`src/rtl/game_countdown.sv`:
```
// BCD seconds countdown for timed game modes; flags expiry to the game FSM.
// Define GAME_COUNTDOWN_BONUS_EN to add the bonus port and BCD adder.
module game_countdown #(
    parameter int          CLOCK_HZ  = 65_000_000,
    parameter logic [27:0] BONUS_BCD = 28'h000_0010
) (
    input  logic        system_clock_in,
    input  logic        system_reset_n_in,
    input  logic        load,
    input  logic [27:0] load_value_bcd,
    input  logic        playing,
`ifdef GAME_COUNTDOWN_BONUS_EN
    input  logic        bonus,
`endif
    output logic [27:0] remaining_bcd,
    output logic        running,
    output logic        expired,
    output logic        expire_pulse
);

    localparam int PW = (CLOCK_HZ > 1) ? $clog2(CLOCK_HZ) : 1;
    localparam logic [PW-1:0] PRESC_MAX = PW'(CLOCK_HZ - 1);

    typedef enum logic [1:0] {
        S_IDLE,
        S_RUNNING,
        S_PAUSED,
        S_EXPIRED
    } state_t;

    state_t        state_q, state_d;
    logic [27:0]   value_q, value_d;
    logic [PW-1:0] presc_q, presc_d;
    logic          pulse_q, pulse_d;
    logic          tick;
    logic [27:0]   stepped;
    logic [27:0]   summed;

    function automatic logic [27:0] bcd_clamp(input logic [27:0] v);
        logic [27:0] r;
        r = v;
        for (int i = 0; i < 7; i++) begin
            if (v[4*i +: 4] > 4'd9) r[4*i +: 4] = 4'd9;
        end
        return r;
    endfunction

    // Digit-serial decrement: zeros roll to 9 and keep borrowing
    function automatic logic [27:0] bcd_dec(input logic [27:0] v);
        logic [27:0] r;
        logic        borrow;
        r      = v;
        borrow = 1'b1;
        for (int i = 0; i < 7; i++) begin
            if (borrow) begin
                if (v[4*i +: 4] == 4'd0) begin
                    r[4*i +: 4] = 4'd9;
                end else begin
                    r[4*i +: 4] = v[4*i +: 4] - 4'd1;
                    borrow      = 1'b0;
                end
            end
        end
        return r;
    endfunction

`ifdef GAME_COUNTDOWN_BONUS_EN
    function automatic logic [27:0] bcd_add(input logic [27:0] a,
                                            input logic [27:0] b);
        logic [27:0] r;
        logic [4:0]  s;
        logic        c;
        r = '0;
        c = 1'b0;
        for (int i = 0; i < 7; i++) begin
            s = {1'b0, a[4*i +: 4]} + {1'b0, b[4*i +: 4]} + {4'd0, c};
            if (s > 5'd9) begin
                s           = s - 5'd10;
                r[4*i +: 4] = s[3:0];
                c           = 1'b1;
            end else begin
                r[4*i +: 4] = s[3:0];
                c           = 1'b0;
            end
        end
        return c ? 28'h999_9999 : r;
    endfunction
`endif

    assign tick    = (state_q == S_RUNNING) && (presc_q == PRESC_MAX);
    assign stepped = tick ? bcd_dec(value_q) : value_q;

`ifdef GAME_COUNTDOWN_BONUS_EN
    assign summed = (bonus && state_q != S_EXPIRED)
                  ? bcd_add(stepped, BONUS_BCD) : stepped;
`else
    assign summed = stepped;
`endif

    always_comb begin
        state_d = state_q;
        value_d = value_q;
        presc_d = presc_q;
        pulse_d = 1'b0;
        if (load) begin
            state_d = S_IDLE;
            value_d = bcd_clamp(load_value_bcd);
            presc_d = '0;
        end else begin
            unique case (state_q)
                S_IDLE: begin
                    value_d = summed;
                    if (playing && value_q != 28'd0) state_d = S_RUNNING;
                end
                S_RUNNING: begin
                    presc_d = tick ? '0 : presc_q + 1'b1;
                    value_d = summed;
                    if (tick && summed == 28'd0) begin
                        state_d = S_EXPIRED;
                        pulse_d = 1'b1;
                    end else if (!playing) begin
                        state_d = S_PAUSED;
                    end
                end
                S_PAUSED: begin
                    value_d = summed;
                    if (playing) state_d = S_RUNNING;
                end
                S_EXPIRED: begin
                    value_d = value_q;
                end
                default: state_d = S_IDLE;
            endcase
        end
    end

    always_ff @(posedge system_clock_in or negedge system_reset_n_in) begin
        if (!system_reset_n_in) begin
            state_q <= S_IDLE;
            value_q <= '0;
            presc_q <= '0;
            pulse_q <= 1'b0;
        end else begin
            state_q <= state_d;
            value_q <= value_d;
            presc_q <= presc_d;
            pulse_q <= pulse_d;
        end
    end

    assign remaining_bcd = value_q;
    assign running       = (state_q == S_RUNNING);
    assign expired       = (state_q == S_EXPIRED);
    assign expire_pulse  = pulse_q;

endmodule

```
`config.mk`:
```
export PLATFORM = sky130hd
export DESIGN_NAME = game_countdown
export DESIGN_NICKNAME = d
export VERILOG_FILES = /design/src/rtl/game_countdown.sv
export SDC_FILE = /design/constraint.sdc
export NUM_CORES = 1
export LEC_CHECK = 0
export CAP_MARGIN = 10
export CORE_UTILIZATION = 50
export DETAILED_ROUTE_END_ITERATION = 8
export PLACE_DENSITY = 0.78
export SLEW_MARGIN = 20
export SYNTH_ARGS = -nofsm -noshare
export SYNTH_HDL_FRONTEND = slang
export SYNTH_SLANG_ARGS = --single-unit
export TNS_END_PERCENT = 20
```
`constraint.sdc`:
```
create_clock -name system_clock_in -period 4.4 [get_ports system_clock_in]
set_input_delay 0.88 -clock system_clock_in [delete_from_list [all_inputs] [get_ports system_clock_in]]
set_output_delay 0.88 -clock system_clock_in [all_outputs]
set_load 0.05 [all_outputs]
```
==> Word level (Yosys, flattened, before mapping) <==
Index checks and enable logic that the tools add are counted.
{ "op_classes": {"n_addsub": 8, "magnitude_cmp": 7, "n_eq_ne": 8, "mux": 46, "reduce_logical": 17} }
{ "op_table": {"columns": ["operator", "n"], "rows": [
  ["28-bit two-way mux", 3],
  ["4-bit two-way mux", 20],
  ["26-bit two-way mux", 3],
  ["4-bit greater-than comparator (second input constant)", 7],
  ["28-bit zero test", 1],
  ["4-bit zero test", 7],
  ["28-bit nonzero test", 1],
  ["4-bit by 1-bit subtractor with 4-bit output (second input constant)", 7],
  ["26-bit by 1-bit adder with 26-bit output (second input constant)", 1],
  ["26-bit equality test (second input constant)", 1],
  ["1-bit two-way mux", 14],
  ["2-bit two-way mux", 5],
  ["3-bit inequality test (second input constant)", 2],
  ["2-bit case mux with 3 select lines", 1],
  ["2-bit equality test (second input constant)", 2],
  ["4-bit by 3-bit inequality test with 1-bit output (second input constant)", 1],
  ["4-bit AND reduction", 1],
  ["4-bit nonzero test", 1],
  ["1-bit logical AND", 3],
  ["3-bit OR reduction", 1],
  ["2-bit by 1-bit equality test with 1-bit output (second input constant)", 1],
  ["2-bit zero test", 1],
  ["2-bit inequality test (second input constant)", 1],
  ["2-bit nonzero test", 1]
]} }
{ "word_totals": {"reg_bits": 57, "inputBits": 32, "wordCells": 90} }

==> Logic depth before layout (Yosys ltp) <==
Gate-level depths: netlist of run 1.
{ "logic_depth": {"ltp_word": 14, "ltp_mapped": 9} }

==> Worst setup path before layout of run 1 <==
OpenSTA, ideal clock, no wires.
{ "synth_timing": {"path_kind": "register -> register", "start": "register value_q[0], in the netlist remaining_bcd[0]", "end": "register state_q[0]", "arrival_ns": 2.673, "t_required_ns": 4.306, "setup_slack_ns": 1.633, "path_stages_with_launch": 8, "path_buffers": 0, "period_less_slack_ns": 2.767, "cell_sequence": "dfrtp_1 -> nor4_1 -> nand3_2 -> nor4_1 -> mux2_2 -> a2111oi_4 -> a21oi_2 -> a211oi_1"} }
{ "synth_via": {"elab_chain_len": 14} }
{ "synth_rtl": {"columns": ["item", "line", "rtl"], "rows": [
  ["start: declaration", "32", "logic [27:0] value_q, value_d;"],
  ["start signal: assignment", "145", "value_q <= value_d;"],
  ["4-bit zero test", "56", "if (v[4*i +: 4] == 4'd0) begin"],
  ["1-bit two-way mux", "56", null],
  ["1-bit two-way mux (5 in a row)", "55", "if (borrow) begin"],
  ["4-bit two-way mux", "55", null],
  ["28-bit two-way mux", "91", "assign stepped = tick ? bcd_dec(value_q) : value_q;"],
  ["28-bit zero test", "118", "if (tick && summed == 28'd0) begin"],
  ["1-bit logical AND", "118", null],
  ["2-bit two-way mux", "118", null],
  ["2-bit case mux with 3 select lines", "110", "unique case (state_q)"],
  ["2-bit two-way mux", "105", "if (load) begin"],
  ["end signal: assignment", "144", "state_q <= state_d;"],
  ["end: declaration", "31", "state_t state_q, state_d;"]
]} }
Parallel ways exist; a longest one is shown, timed or not.
A chain may end at the register's enable or synchronous reset.

==> Worst setup path after layout of run 1 <==
{ "layout_timing": {"start": "register state_q[1]", "end": "output port running"} }
{ "layout_via": {"elab_chain_len": 1} }
{ "layout_rtl": {"columns": ["item", "line", "rtl"], "rows": [
  ["2-bit by 1-bit equality test with 1-bit output", "152", "assign running = (state_q == S_RUNNING);"],
  ["end: declaration", "16", "output logic running,"]
]} }
No other way between the ends.

==> results.txt, run 1 <==
The initial antenna violation count came out at 0. The starting density of the core is 53.1%. The number of buffers added by the clock tree synthesis step is 9. Setup repair after global routing left no endpoint under its margin. The via total after detailed routing came out at 3333. The dominant synthesized flop cell is dfrtp_1. The via count of the first global-routing pass was 3291. The slack of the worst reg-to-reg path came out at 1.41 ns. The leakage power is 1.70 nW. The remaining global-route overflow came out at 0. The antenna diode instance count is 0. In this run the cell area measured after placement is 4130 sq um. The hold buffer count at CTS came out at 0. The die covers 7230 sq um.

The tightest min-delay check is of the reg -> reg type. The worst slew margin relative to its limit is 42.2%. The post-synth net total came out at 431. The actual transition at the worst max-transition pin came out at 0.858 ns. The average wire per standard cell came out at 17.2 um.

The number of enable-type register cells in the synthesized netlist is 0. The clock slew at the register clock pins of the worst setup and hold paths is 0.07 ns. The worst-case IR drop observed on VDD is 0.000196 V. The maximum number of buffers from clock root to sink is 2. The critical path startpoint category is a flop. The worst clock skew is 0.00822 ns.

For this block, the routed nets add up to 9290 um of wire. The fraction of synthesis flops using an asynchronous set or reset pin came out at 100%. The via density per instance is 6.16. Timing would allow up to 318 MHz. After detailed placement, the design holds a cell count of 525. The number of buffers inserted by port buffering came out at 62.

Setup violations remaining at the end of the flow were counted as 0. The sequential cell area fraction in the yosys report is 41.4%. The global-route wire length before repair came out at 15400 um. For this design the ratio of total power to cell area is 328 nW/um^2. The DRC violation count after routing is 0. The area of the mapped netlist came out at 3450 sq um. The time the worst path needs with I/O delays and setup came out at 3.15 ns. The flow ran to the end, and the final reports show no timing, DRC or antenna violations.

The count of pins over their slew limit is 0. The number of hold violations in the final report came out at 0. The worst endpoint required time is 3.52 ns. The summed area of non-filler cells in the final layout came out at 4360 sq um.

The count of mapped cells out of synthesis came out at 398. The placeable core area came out at 6490 sq um. The sum of negative setup slack came out at 0 ns. The post-detailed-route count of antenna-violating nets is 0. The number of H-tree branching levels is 3. The global-route usage over all layers came out at 27.2%.

The max-capacitance violation count is 0. The HPWL reported at the end of detailed placement came out at 6640 um. The total clock sinks is 57. The mean cell area of the mapped netlist came out at 8.66 sq um. The clock reaches the later pin of the worst-skew pair after 0.35 ns. The die extent in y came out at 85.0 um. The largest fanout on the critical path is 7.

Routability-driven placement finished with a final weighted congestion of 0.881. The starting DRC count in detailed routing came out at 241. Once the clock tree was built, the resizer swapped 0 gates to a different size. The I/O pin count came out at 63. Relative to the synthesized area, the layout overhead comes to 26.5%. The Yosys warning count is 0.

The fraction of final layout cells with drive strength greater than 1 came out at 7.33%. The data arrival time of the critical path is 2.27 ns. The maximum number of pins on one net before global-route repair came out at 43. The flip-flop and latch count after synthesis is 57. The first detailed-routing pass ran for 5 iterations. In this run the core area contains 29 standard-cell rows. The chip width is 85.0 um. The root buffer cell chosen for the clock tree is clkbuf_8. TritonCTS built the clock tree. Leaving out filler cells and counting taps, the final layout contains 541. After synthesis, the netlist uses 54 different library cells. The worst setup path is of the reg -> out kind. The share of the clock period used by the worst path is 71.5%. The post-layout net count came out at 492. The capturing element type of the critical path is an output pin. The post-CTS setup-driven buffer insertion count is 0.
[cell usage in the layout (no fill, tap or decap), drive strengths merged, types with 2 or more instances in the layout]
master | Yosys | layout
or4 | 4 | 4
o31ai | 11 | 11
clkbuf | 15 | 11
o41ai | 2 | 2
a2111oi | 3 | 3
a211oi | 2 | 2
xor2 | 9 | 9
clkinv | 0 | 2
clkdlybuf4s50 | 0 | 61
o21a | 7 | 7
xnor2 | 11 | 11
dfrtp | 57 | 57
or3b | 2 | 2
inv | 6 | 6
or3 | 3 | 3
or2 | 2 | 2
and3 | 7 | 7
nor3 | 21 | 21
o21ai | 45 | 45
a22o | 3 | 3
nand3b | 5 | 5
and4b | 2 | 2
nand4b | 2 | 2
o22ai | 4 | 4
mux2i | 4 | 4
and4 | 7 | 7
nand2b | 2 | 2
buf | 1 | 5
nand3 | 14 | 14
a31oi | 3 | 3
a21oi | 19 | 19
bufinv | 0 | 2
nand4 | 13 | 13
nor4 | 15 | 15
nand2 | 37 | 37
nor2 | 39 | 39
nor2b | 10 | 10
o31a | 3 | 3
[sequential cells by signal (all words and copies together), names as in the netlist]
register       flops
expire_pulse       1
presc_q           26
remaining_bcd     28
state_q            2
[per-stage QoR]
step	power (W)	utilization, %	worst slack, ns	hold slack [ns]
detailed placement	0.000869	63.6	1.46	0.487
floorplan	0.000750	-	1.63	0.459
global placement	0.000863	63.5	1.53	0.486
finish	0.00143	67.1	1.25	0.506
CTS	0.00143	67.1	1.21	0.501
global route	0.00149	67.1	1.11	0.523
[report_power, final]
part | leakage, nW | switching, W | total (W) | internal [W]
Clock | 0.115 | 0.000224 | 0.000571 | 0.000348
Sequential | 0.745 | 0.0000442 | 0.000592 | 0.000547
Combinational | 0.838 | 0.000166 | 0.000268 | 0.000102
Total | 1.70 | 0.000434 | 0.00143 | 0.000997
[layer usage]
metal	vias to the layer above	track usage [%]	share of wire [%]
li1	1603	-	-
met1	1599	33.4	42
met2	114	45.7	51
met3	17	6.81	5.9
met4	0	11.6	1.7
met5	-	0	0
[Yosys cell counts, drive strengths merged, types with 3 or more instances]
cell | n | area, sq um
a2111oi | 3 | 51.3
a21oi | 19 | 98.9
a22o | 3 | 26.3
a31oi | 3 | 18.8
and3 | 7 | 43.8
and4 | 7 | 61.3
clkbuf | 15 | 56.3
dfrtp | 57 | 1430
inv | 6 | 22.5
mux2i | 4 | 40.0
nand2 | 37 | 139
nand3 | 14 | 75.1
nand3b | 5 | 50.1
nand4 | 13 | 87.6
nor2 | 39 | 146
nor2b | 10 | 62.6
nor3 | 21 | 116
nor4 | 15 | 93.8
o21a | 7 | 52.6
o21ai | 45 | 225
o22ai | 4 | 25.0
o31a | 3 | 26.3
o31ai | 11 | 82.6
or3 | 3 | 18.8
or4 | 4 | 33.8
xnor2 | 11 | 96.3
xor2 | 9 | 78.8
[cell type report]
type	instances	area, sq um
clock buffer	11	151
clock inverter	5	77.6
fill	535	2140
inverter	6	22.5
multi-input combinational	319	1940
sequential	57	1430
tap	77	96.3
timing repair buffer	66	646
[worst paths after layout]
| kind | startpoint | depth (start not counted) | endpoint |
|---|---|---|---|
| min reg2reg | presc_q[19]$_DFFE_PN0N_ | 1 | presc_q[19]$_DFFE_PN0N_ |
| min | presc_q[19]$_DFFE_PN0N_ | 1 | presc_q[19]$_DFFE_PN0N_ |
| min in group asynchronous | system_reset_n_in | 1 | remaining_bcd[5]$_DFFE_PN0P_ |
| max reg2reg | remaining_bcd[13]$_DFFE_PN0P_ | 7 | state_q[1]$_DFFE_PN0P_ |
| max | state_q[1]$_DFFE_PN0P_ | 2 | running |
| max in group asynchronous | system_reset_n_in | 2 | remaining_bcd[13]$_DFFE_PN0P_ |
[worst max-delay path, cell delays in order (launching register included)]
cell	delay (ns)
dfrtp_1	0.45
nor2b_1	0.55
clkdlybuf4s50_1	0.93
[cells by family after synthesis]
family                   synth area share, %
AO/OA/AOI/OAI                           18.8
XOR/XNOR                                5.08
adder cells (fa/ha/maj)                0.363
buffers and inverters                   2.43
flip-flops                              41.4
multiplexers                            1.49
AND/OR/NAND/NOR                         30.5
Note: power is estimated with default switching activity, not from simulation.
==> inputs of run 2 (changes only) <==
==> constraint.sdc (replaced) <==
create_clock -name system_clock_in -period 2.9 [get_ports system_clock_in]
set_input_delay 0.58 -clock system_clock_in [delete_from_list [all_inputs] [get_ports system_clock_in]]
set_output_delay 0.58 -clock system_clock_in [all_outputs]
set_load 0.05 [all_outputs]
==> results.txt, run 2 (synthesized netlist as in run 1, its figures left out) <==
Outcome: completed (unchanged). The maximum clock frequency is 366 MHz. The worst slew margin relative to its limit is 46.3% (was 42.2%).

The via count of the first global-routing pass came to 3317 (was 3291). The number of placed instances with taps included is 542 (was 525). The power density of the placed cells is 460 nW/um^2 (was 328 nW/um^2). The count of pins over their slew limit is 0 (unchanged).

The via density per instance came out at 6.16 (about the same). The placer's final routability congestion estimate came to 0.878 (was 0.881). The worst clock skew came out at 0.00735 ns (was 0.00822 ns). The data arrival time of the critical path came out at 2.98 ns (was 2.27 ns).

The power consumption is 0.00205 W (was 0.00143 W). The placeable core area is 6490 sq um (unchanged). Leading cell types in the layout, fill and taps excluded: clkdlybuf4s50_1, dfrtp_1, o21ai_0 (unchanged). The actual transition at the worst max-transition pin came out at 0.804 ns (was 0.858 ns).

The via total after detailed routing came out at 3437 (was 3333). The starting DRC count in detailed routing came to 233 (was 241). The later-pin clock latency in the skew report came out at 0.34 ns (was 0.35 ns). The number of endpoints failing setup at the final stage is 0 (unchanged). The initial antenna violation count came out at 0 (unchanged). The hold buffer count at CTS is 0 (unchanged). The DRC violation count after routing is 0 (unchanged).

The starting density of the core came out at 53.1% (unchanged). The global-route usage over all layers is 28.3% (was 27.2%). The number of buffers inserted by port buffering is 62 (unchanged). The fraction of final layout cells with drive strength greater than 1 was 10.6% (was 7.33%). The die extent in y was 85.0 um (unchanged).

The sum of negative setup slack came out at 0 ns (unchanged). The maximum number of pins on one net before global-route repair is 33 (was 43). The post-detailed-route count of antenna-violating nets is 0 (unchanged).

The most common cell after layout, fill and taps aside is clkdlybuf4s50_1 (unchanged). The final cell count without fillers came out at 558 (was 541). The worst-case setup slack after placement was 0.117 ns (was 1.46 ns). The area growth from synthesis to layout is 29.7% (was 26.5%). The flip-flop count of the largest register after layout came out at 28 (unchanged).

The total clock sinks was 57 (unchanged). The post-layout net count came to 509 (was 492). The worst endpoint required time came out at 3.14 ns (was 3.52 ns).

The critical path startpoint category was a flop (unchanged). The critical path class is reg -> reg (was reg -> out). The minimum setup slack in the final design is 0.164 ns (was 1.25 ns). The highest ir drop seen on vdd is 0.000363 V (was 0.000196 V). The final critical path takes up 94.3% of the cycle. The leakage power is 1.77 nW (was 1.70 nW). The kind of path behind the tightest hold check was in -> async (was reg -> reg). The global-route wire length before repair is 16000 um (was 15400 um). The maximum number of buffers from clock root to sink is 2 (unchanged).

The number of rows in the core area is 29 (unchanged). RSZ-0062 raised after global routing: false (unchanged). The largest fanout on the critical path is 8 (was 7). The clock slew at the register clock pins of the worst setup and hold paths is 0.06 ns (was 0.07 ns).

The routed wire length came out at 9450 um (was 9290 um). The time the worst path needs with I/O delays and setup came out at 2.74 ns. The chip width is 85.0 um (unchanged). The HPWL reported at the end of detailed placement is 6880 um (was 6640 um). The root buffer selected by CTS was clkbuf_8 (unchanged). The antenna diode instance count is 0 (unchanged). The die outline area came out at 7230 sq um (unchanged). The number of iterations in the first detailed-routing pass came out at 5 (unchanged). The clock tree from TritonCTS is built (unchanged).

The number of buffers added by the clock tree synthesis step came to 9 (unchanged). The capturing element type of the critical path is a flop (was output pin). The number of H-tree branching levels is 3 (unchanged). The remaining global-route overflow is 0 (unchanged). The worst hold-check slack was 0.294 ns (was 0.506 ns). The number of hold violations in the final report is 0 (unchanged). The average wire per standard cell came to 16.9 um (was 17.2 um).

The max-capacitance violation count came to 0 (unchanged). The I/O pin count came out at 63 (unchanged).
==> run 2: layout make-up <==
class / count / area (sq um)
repair buffers: 83 / 773
well taps: 77 / 96.3
multi-input cells: 319 / 1960
clock inverters: 3 / 40.0
fillers: 509 / 2030
clock buffers: 13 / 149
flip-flops and latches: 57 / 1430
inverters: 6 / 22.5
==> run 2: power by group <==
part           switching [W]  internal (W)
logic               0.000260      0.000168
clock network       0.000313      0.000418
registers          0.0000644      0.000831
==> run 2: repair_timing <==
| item | 4_1_cts | 5_1_grt |
|---|---|---|
| endpoints found under the setup margin | 0 | 2 |
| resized for setup | 0 | 4 |
| setup buffers | 0 | 0 |
==> run 2: final timing paths <==
check                                              from                            to  slack (ns)  cells past startpoint
worst max-delay path            presc_q[13]$_DFFE_PN0N_        state_q[0]$_DFFE_PN0P_        0.16                      8
worst min-delay path                  system_reset_n_in  remaining_bcd[7]$_DFFE_PN0P_        0.29                      1
worst max register to register  presc_q[13]$_DFFE_PN0N_        state_q[0]$_DFFE_PN0P_        0.16                      8
worst min register to register  presc_q[19]$_DFFE_PN0N_       presc_q[19]$_DFFE_PN0N_        0.51                      1
max in group asynchronous             system_reset_n_in        presc_q[7]$_DFFE_PN0N_        1.84                      2
min in group system_clock_in    presc_q[19]$_DFFE_PN0N_       presc_q[19]$_DFFE_PN0N_        0.51                      1
==> run 2: worst max-delay path, stage by stage, from the launching register on <==
cell and delay (ns):
dfrtp_1 0.44, or2_1 0.25, or4_4 0.53, nor4_1 0.29, buf_4 0.19, mux2i_1 0.28
and4b_1 0.32, a21oi_2 0.08, a211oi_1 0.25
==> run 2: stage by stage <==
step	instance area [sq um]	util [%]
6_report	4470	68.8
5_1_grt	4470	68.8
4_1_cts	4450	68.4
3_5_place_dp	4260	65.5
3_3_place_gp	4250	65.5
2_1_floorplan	3450	-
==> run 2: layer usage <==
metal / vias to the layer above / GRT usage (%) / part of all wire, %
met5: - / 0 / 0
met4: 0 / 11.7 / 2.7
met3: 25 / 6.81 / 5.4
met2: 127 / 49.3 / 52
met1: 1633 / 33.6 / 40
li1: 1652 / - / -
